<file path="src/rtl/reorder_buffer.sv">
// Circular in-order commit buffer: allocates tags at dispatch, collects CDB results,
// answers operand queries and retires in program order with store release and flush.
module reorder_buffer #(
    parameter int ROB_SIZE = 16,
    parameter int ROB_W    = 4,
    parameter int DATA_W   = 32
) (
    input  logic              clk_in,
    input  logic              rst_in,
    input  logic              rdy_in,
    input  logic              ROB_S,
    input  logic [4:0]        Dispatch_rd,
    input  logic              Dispatch_rd_we,
    input  logic              Dispatch_is_store,
    input  logic [DATA_W-1:0] Dispatch_pc,
    output logic [ROB_W-1:0]  ROB_nxtpos,
    output logic              ROB_full,
    input  logic              ROB_rs1_S,
    input  logic [ROB_W-1:0]  ROB_rs1_Reorder,
    output logic              ROB_rs1_already,
    output logic [DATA_W-1:0] ROB_rs1_value,
    input  logic              ROB_rs2_S,
    input  logic [ROB_W-1:0]  ROB_rs2_Reorder,
    output logic              ROB_rs2_already,
    output logic [DATA_W-1:0] ROB_rs2_value,
    input  logic              ALU_S,
    input  logic [ROB_W-1:0]  ALU_Reorder,
    input  logic [DATA_W-1:0] ALU_value,
    input  logic              ALU_mispred,
    input  logic [DATA_W-1:0] ALU_newpc,
    input  logic              LSB_S,
    input  logic [ROB_W-1:0]  LSB_Reorder,
    input  logic [DATA_W-1:0] LSB_value,
    output logic              Commit_S,
    output logic [4:0]        Commit_rd,
    output logic [DATA_W-1:0] Commit_value,
    output logic [ROB_W-1:0]  Commit_Reorder,
    output logic              Store_commit_S,
    output logic [ROB_W-1:0]  Store_commit_Reorder,
    output logic              Flush_S,
    output logic [DATA_W-1:0] Flush_pc
);

    localparam logic [ROB_W:0] FULL_COUNT = (ROB_W+1)'(ROB_SIZE);

    logic [ROB_W-1:0]  head, tail;
    logic [ROB_W:0]    count;
    logic [ROB_SIZE-1:0] valid_q, ready_q;

    logic [ROB_SIZE-1:0] rd_we_q, is_store_q, mispred_q;
    logic [4:0]          rd_q    [ROB_SIZE];
    logic [DATA_W-1:0]   pc_q    [ROB_SIZE];
    logic [DATA_W-1:0]   value_q [ROB_SIZE];
    logic [DATA_W-1:0]   newpc_q [ROB_SIZE];

    logic commit_fire, flush_fire, alloc_fire, alu_wb, lsb_wb;
    logic unused_entry_pc;

    assign ROB_nxtpos = tail;
    assign ROB_full   = (count == FULL_COUNT);

    assign commit_fire = rdy_in && (count != '0) && ready_q[head];
    assign flush_fire  = commit_fire && mispred_q[head];
    assign alloc_fire  = rdy_in && ROB_S && !ROB_full && !flush_fire;
    assign alu_wb      = rdy_in && ALU_S && valid_q[ALU_Reorder] && !flush_fire;
    assign lsb_wb      = rdy_in && LSB_S && valid_q[LSB_Reorder] && !flush_fire;

    // The pc is kept per entry for debug visibility; no retire path consumes it yet.
    assign unused_entry_pc = ^pc_q[head];

    // Results still on the CDB this cycle take priority over stored entry values.
    function automatic logic [DATA_W:0] lookup(input logic en, input logic [ROB_W-1:0] tag);
        logic [DATA_W:0] result;
        result = '0;
        if (en) begin
            if (ALU_S && ALU_Reorder == tag)
                result = {1'b1, ALU_value};
            else if (LSB_S && LSB_Reorder == tag)
                result = {1'b1, LSB_value};
            else if (ready_q[tag])
                result = {1'b1, value_q[tag]};
        end
        return result;
    endfunction

    assign {ROB_rs1_already, ROB_rs1_value} = lookup(ROB_rs1_S, ROB_rs1_Reorder);
    assign {ROB_rs2_already, ROB_rs2_value} = lookup(ROB_rs2_S, ROB_rs2_Reorder);

    always_ff @(posedge clk_in) begin
        if (alloc_fire) begin
            rd_q[tail]       <= Dispatch_rd;
            rd_we_q[tail]    <= Dispatch_rd_we;
            is_store_q[tail] <= Dispatch_is_store;
            pc_q[tail]       <= Dispatch_pc;
        end
        if (alu_wb) begin
            value_q[ALU_Reorder]   <= ALU_value;
            mispred_q[ALU_Reorder] <= ALU_mispred;
            newpc_q[ALU_Reorder]   <= ALU_newpc;
        end
        if (lsb_wb) begin
            value_q[LSB_Reorder]   <= LSB_value;
            mispred_q[LSB_Reorder] <= 1'b0;
        end
    end

    // Flush is applied last so it overrides the commit and allocation of the same edge.
    always_ff @(posedge clk_in or negedge rst_in) begin
        if (!rst_in) begin
            head                 <= '0;
            tail                 <= '0;
            count                <= '0;
            valid_q              <= '0;
            ready_q              <= '0;
            Commit_S             <= 1'b0;
            Commit_rd            <= '0;
            Commit_value         <= '0;
            Commit_Reorder       <= '0;
            Store_commit_S       <= 1'b0;
            Store_commit_Reorder <= '0;
            Flush_S              <= 1'b0;
            Flush_pc             <= '0;
        end else begin
            Commit_S       <= 1'b0;
            Store_commit_S <= 1'b0;
            Flush_S        <= 1'b0;
            if (alu_wb)
                ready_q[ALU_Reorder] <= 1'b1;
            if (lsb_wb)
                ready_q[LSB_Reorder] <= 1'b1;
            if (commit_fire) begin
                valid_q[head]        <= 1'b0;
                ready_q[head]        <= 1'b0;
                head                 <= head + ROB_W'(1);
                Commit_S             <= rd_we_q[head];
                Commit_rd            <= rd_q[head];
                Commit_value         <= value_q[head];
                Commit_Reorder       <= head;
                Store_commit_S       <= is_store_q[head];
                Store_commit_Reorder <= head;
                Flush_S              <= mispred_q[head];
                Flush_pc             <= newpc_q[head];
            end
            if (alloc_fire) begin
                valid_q[tail] <= 1'b1;
                ready_q[tail] <= 1'b0;
                tail          <= tail + ROB_W'(1);
            end
            case ({alloc_fire, commit_fire})
                2'b10:   count <= count + (ROB_W+1)'(1);
                2'b01:   count <= count - (ROB_W+1)'(1);
                default: ;
            endcase
            if (flush_fire) begin
                valid_q <= '0;
                ready_q <= '0;
                head    <= '0;
                tail    <= '0;
                count   <= '0;
            end
        end
    end

endmodule

</file>
<file path="config.mk">
export PLATFORM = sky130hd
export DESIGN_NAME = reorder_buffer
export DESIGN_NICKNAME = d
export VERILOG_FILES = /design/src/rtl/reorder_buffer.sv
export SDC_FILE = /design/constraint.sdc
export NUM_CORES = 2
export LEC_CHECK = 0
export ABC_AREA = 0
export CAP_MARGIN = 20
export CORE_MARGIN = 2
export CORE_UTILIZATION = 60
export CTS_CLUSTER_DIAMETER = 200
export DETAILED_ROUTE_END_ITERATION = 10
export PLACE_DENSITY = 0.79
export SLEW_MARGIN = 0
export SYNTH_ARGS = -nofsm -noshare
export SYNTH_HDL_FRONTEND = slang
export SYNTH_SLANG_ARGS = --single-unit
</file>
<file path="constraint.sdc">
create_clock -name clk_in -period 10.7 [get_ports clk_in]
set_input_delay 2.675 -clock clk_in [delete_from_list [all_inputs] [get_ports clk_in]]
set_output_delay 2.675 -clock clk_in [all_outputs]
set_load 0.1 [all_outputs]
</file>
Word level (Yosys, flattened, before mapping)
Memory sizes are Yosys's and may differ from the RTL's. A register that Yosys moved wholly into a read port is not among the register bits.
Cells that the tools add are included.

word-level totals
  bits in registers = 100
  memory bits (writable) = 1,104
  bits of input ports = 160
  output and inout port bits = 151
  memories kept = 3

cells by class
  add/subtract/negate cells = 4
  $lt $le $gt $ge = 10
  eq/ne operators = 7
  muxes and demuxes = 60
  bitwise gates (word level) = 10
  reductions and logical operators = 29

memory list
  name     words  width  read ports  clocked after memory_dff  wr ports  line  source
  newpc_q  16     32     1           1                         1         54    logic [DATA_W-1:0] newpc_q [ROB_SIZE];
  value_q  16     32     3           1                         2         53    logic [DATA_W-1:0] value_q [ROB_SIZE];
  rd_q     16     5      1           1                         1         51    logic [4:0] rd_q [ROB_SIZE];

operators with widths
  kind                 count
  $mux 33              8
  $mux 16              10
  $and 16x16->16       4
  $bwmux 16            3
  $not 16->16          3
  $or 16x16->16        3
  $bmux 1 s4           8
  $lt 4x5->1 const B   6
  $mux 1               21
  $logic_and 1x1->1    20
  $demux 1 s4          4
  $eq 4x4->1           4
  $ge 4x1->1 const B   4
  $mux 4               4
  $pmux 5 s2           1
  $add 4x1->4 const B  2
  $add 5x1->5 const B  1
  $eq 5x5->1 const B   1
  $logic_not 1->1      5
  $mux 5               1
  $reduce_bool 5->1    1
  $sub 5x1->5 const B  1
  $reduce_bool 2->1    2
  $reduce_bool 3->1    1
  other kinds (2)      2

Longest topological paths before layout
  depth in word-level cells = 14
  depth in mapped cells = 13
  mapped depth without buffers = 10

Least setup slack after synthesis
OpenSTA, ideal clock, no wires.

  path kind = input to output
  start point = input port ROB_rs2_Reorder[0]
  end point = output port ROB_rs2_value[10]
  data arrival time = 7,115 ps
  path slack = 910 ps
  stages = 9
  buffers on the path = 4
  path through = clkbuf_1 clkbuf_1 buf_1 xnor2_1 nand2_1 nor2_1 clkbuf_1 nand2_1 a311oi_1

between the ends
  word-level cells in the longest chain between the ends = 6

RTL lines
  item                          line  source
  start: declaration            23    input logic [ROB_W-1:0] ROB_rs2_Reorder,
  $bmux 1 s4                    80    else if (ready_q[tag])
  $mux 1 (not written as such)  80
  $mux 33                       80
  $mux 33                       78    else if (LSB_S && LSB_Reorder == tag)
  $mux 33 (*)                   76    if (ALU_S && ALU_Reorder == tag)
  $mux 33 (*)                   75    if (en) begin
  end: declaration              25    output logic [DATA_W-1:0] ROB_rs2_value,

Every way passes the cells marked *; elsewhere a longest branch is shown, timed or not. The select of a mux whose other input is x is not followed.

Worst setup path after layout
  start point = input port ALU_Reorder[0]
  end point = output port ROB_rs1_value[30]

between the ends
  word-level cells in the longest chain between the ends = 4

RTL lines
  item                line  source
  start: declaration  27    input logic [ROB_W-1:0] ALU_Reorder,
  $eq 4x4->1          76
  $logic_and 1x1->1   76
  $mux 33             76
  $mux 33             75
  end: declaration    21    output logic [DATA_W-1:0] ROB_rs1_value,

Every way passes these cells.

==> results_dict.tcl <==
set metrics [dict create \
    max_freq_mhz 108 \
    slew_headroom_pct 20.1 \
    grt_pass1_vias 40800 \
    vdd_drop_max_mv 0.266 \
    vias 40900 \
    drtIter0Drc 6556 \
    synth_edf_count 1136 \
    coreArea_mm2 0.107 \
    finalHoldViolations 0 \
    initial_utilization_pct 60.7 \
    io_buffers 278 \
    leakagePower_nw 24.0 \
    maxSlewViolCount 0 \
    clock_skew_ns 0.0316 \
    timing.rr.end "value_q[8][0]$_DFFE_PP_" \
    cts_tree "done" \
    synth_fp_nets 3901 \
    ant_nets 0 \
    cts_sinks 1273 \
    grt-ovfl-total 0 \
    nNetsFinal 4028 \
    clock_latency_ns 0.76 \
    avgRoutedWirePerCell_um 37.2 \
    seq_area_frac_synth_pct 57.5 \
    min_path_cells 2 \
    dp_hpwl_um 105000 \
    cts_setup_buffers 0 \
    fill_cells 6680 \
    dieArea_mm2 0.111 \
    syn_to_final_growth_pct 12.9 \
    cts_root_buf "clkbuf_16" \
    post-place-ws_ns 1.65 \
    r2r-start "head[1]$_DFFE_PN0P_" \
    async_flop_share_pct 9.51 \
    rows 120 \
    tns_ns 0 \
    synth_seq_cells 1273 \
    synth_top_area_share_pct 52.4 \
    rsz0062_at_grt "false" \
    crit_fanout 54 \
    period_needed_ns 9.25 \
    end_kind "output port" \
    postCtsResizedCells 0 \
    clkTransAtPathRegs_ns 0.06 \
    numCtsBuffers 135 \
    finish.utilization_pct 68.5 \
    period_share_pct 86.5 \
    drt-total-wl_um 200000 \
    cp-start-kind "input port" \
    routed_via_density 7.60 \
    cts_hold_repair.buffers 0 \
    arrival_ns 6.58 \
    setup_ws_ns 1.45 \
    yosys.area.top_type "edfxtp_1" \
    drc 0 \
    synth_area_per_cell_um2 17.5 \
    required_ns 8.03 \
    worst_r2r_path_depth 11 \
    dr.pass1.iters 6 \
    worst_slew_pin_slew_ns 1.20 \
    htreeDepth 4 \
    yosys_warnings 0 \
    synth_area_mm2 0.0651 \
    p_total_mw 16.6 \
    die_h_um 333 \
    grt_pass1_wl_um 288000 \
    critPathKind "in2out" \
    die_width_um 333 \
    clock_path_buffers 3 \
    ioPinCount 311 \
    status "complete, no violations" \
    power_density_mw_per_mm2 226 \
    max_cap_violations 0 \
    hp-class "reg2reg" \
    drive_gt1_share_pct 38.4 \
    grt_start_max_net_pins 124 \
    synthTopCellsByArea "edfxtp_1, mux4_2, mux2_2" \
    setup_viol_count_final 0 \
    reg2reg_setup_slack_ns 3.71 \
    syn_inst 3731 \
    crit_start "ALU_Reorder[0]" \
    crit_path_end "ROB_rs1_value[30]" \
    ys_types 57 \
    antenna_found_initial 15 \
    grt_usage_pct 36.4 \
    yosys_most_used_dff "edfxtp_1" \
    gp_congestion 0.873 \
]
## layout make-up
class                           instances  area, µm²  share of cell area [%]
Tap cell                             1403       1760                    2.39
Inverter                               19       71.3                  0.0970
Sequential cell                      1273      37500                    50.9
Clock buffer                          177       3690                    5.01
Multi-Input combinational cell       2047      26100                    35.5
Timing Repair Buffer                  382       3530                    4.80
Antenna cell                           10       25.0                  0.0340
Clock inverter                         71        893                    1.21
## flip-flops by register name (all words and copies together) (netlist names), 5 cells and up
signal,cells
Commit_rd,5
Commit_value,32
Flush_pc,32
rd_we_q,16
rd_q,80
count,5
ready_q,16
is_store_q,16
valid_q,16
value_q,512
newpc_q,512
mispred_q,16
## placed cells by master, fill, tap and decap left out, types with 5 or more instances in the layout
cell / instances
o21ai_0: 14
clkbuf_16: 136
dfrtp_1: 117
clkinv_2: 24
a311oi_1: 65
ha_1: 10
mux2_1: 112
a21oi_1: 8
xnor2_1: 14
mux2i_1: 18
mux2_2: 407
clkbuf_1: 28
edfxtp_1: 1136
nor2_1: 98
nor2_4: 12
nor2b_1: 6
buf_4: 143
mux4_2: 697
or2_2: 18
xor2_1: 8
nand2_1: 378
o311a_1: 15
nand3_1: 76
clkinv_16: 6
and3_1: 5
dfxtp_1: 16
or3_1: 5
nor3_1: 6
clkdlybuf4s50_1: 226
clkbuf_8: 13
diode_2: 10
nor3_2: 16
clkinv_1: 16
nand4_1: 5
bufinv_16: 12
inv_1: 19
## layer usage
layer  share of wire, %  track usage [%]  wire length [µm]
met5              0.040                0                80
met2                 46             54.7             92700
met3                 14             11.4             28700
met4                4.9             16.9              9880
met1                 34             49.1             68900
## logic make-up (layout without fill, tap and decap cells)
| kind of cell | Yosys count | in the layout | share of synthesized area (%) |
|---|---|---|---|
| muxes | 1234 | 1234 | 33.3 |
| other | 0 | 10 | 0 |
| adders and majority gates | 10 | 10 | 0.192 |
| AOI/OAI and AO/OA | 124 | 124 | 1.53 |
| and+or+nand+nor | 657 | 657 | 4.49 |
| DFF | 1273 | 1273 | 57.5 |
| buffers and inverters | 411 | 649 | 2.64 |
| xor gates and xnor gates | 22 | 22 | 0.296 |
## critical path, cell delays in order
cell and delay [ns]:
clkdlybuf4s50_1 0.77, xor2_1 0.31, nor3_1 0.28, nand3_4 0.69, buf_4 0.49, a311oi_1 0.88
buf_4 0.44
## cells in the mapped netlist (all sizes together), types with 3 or more instances
cell,count
edfxtp,1136
mux4,697
mux2,519
nand2,379
clkbuf,223
buf,169
dfrtp,121
nor2,114
nand3,78
a311oi,65
nor3,23
inv,19
mux2i,18
or2,18
dfxtp,16
o21ai,15
o311a,15
xnor2,14
ha,10
a21oi,9
xor2,8
nor2b,6
and2,5
and3,5
nand4,5
or3,5
or4,4
a31oi,3
nand2b,3
nor3b,3
o22ai,3
## through the flow
step	std cells	cell area (µm²)	hold slack, ns
2_1_floorplan	3731	65100	0.455
5_1_grt	5379	73500	0.488
4_1_cts	5369	73500	0.467
3_5_place_dp	5121	68900	0.455
3_3_place_gp	5121	68900	0.448
6_report	5382	73600	0.463
## worst min path at each step
stage,from,to,slack (ns)
floorplan,mispred_q[13]$_DFF_P_,mispred_q[13]$_DFF_P_,0.45
global placement,Flush_pc[23]$_DFFE_PN0N_,Flush_pc[23]$_DFFE_PN0N_,0.45
detailed placement,Commit_rd[1]$_DFFE_PN0N_,Commit_rd[1]$_DFFE_PN0N_,0.46
CTS,Commit_rd[1]$_DFFE_PN0N_,Commit_rd[1]$_DFFE_PN0N_,0.47
global route,Flush_pc[31]$_DFFE_PN0N_,Flush_pc[31]$_DFFE_PN0N_,0.49
finish,Flush_pc[31]$_DFFE_PN0N_,Flush_pc[31]$_DFFE_PN0N_,0.46
## where the power goes
part	total [mW]	internal (mW)	switching (mW)	leakage [nW]
clock	4.83	2.76	2.07	2.23
sequential	6.07	5.72	0.357	11.9
combinational	5.72	2.17	3.55	9.93
Note: power is estimated with default switching activity, not from simulation.
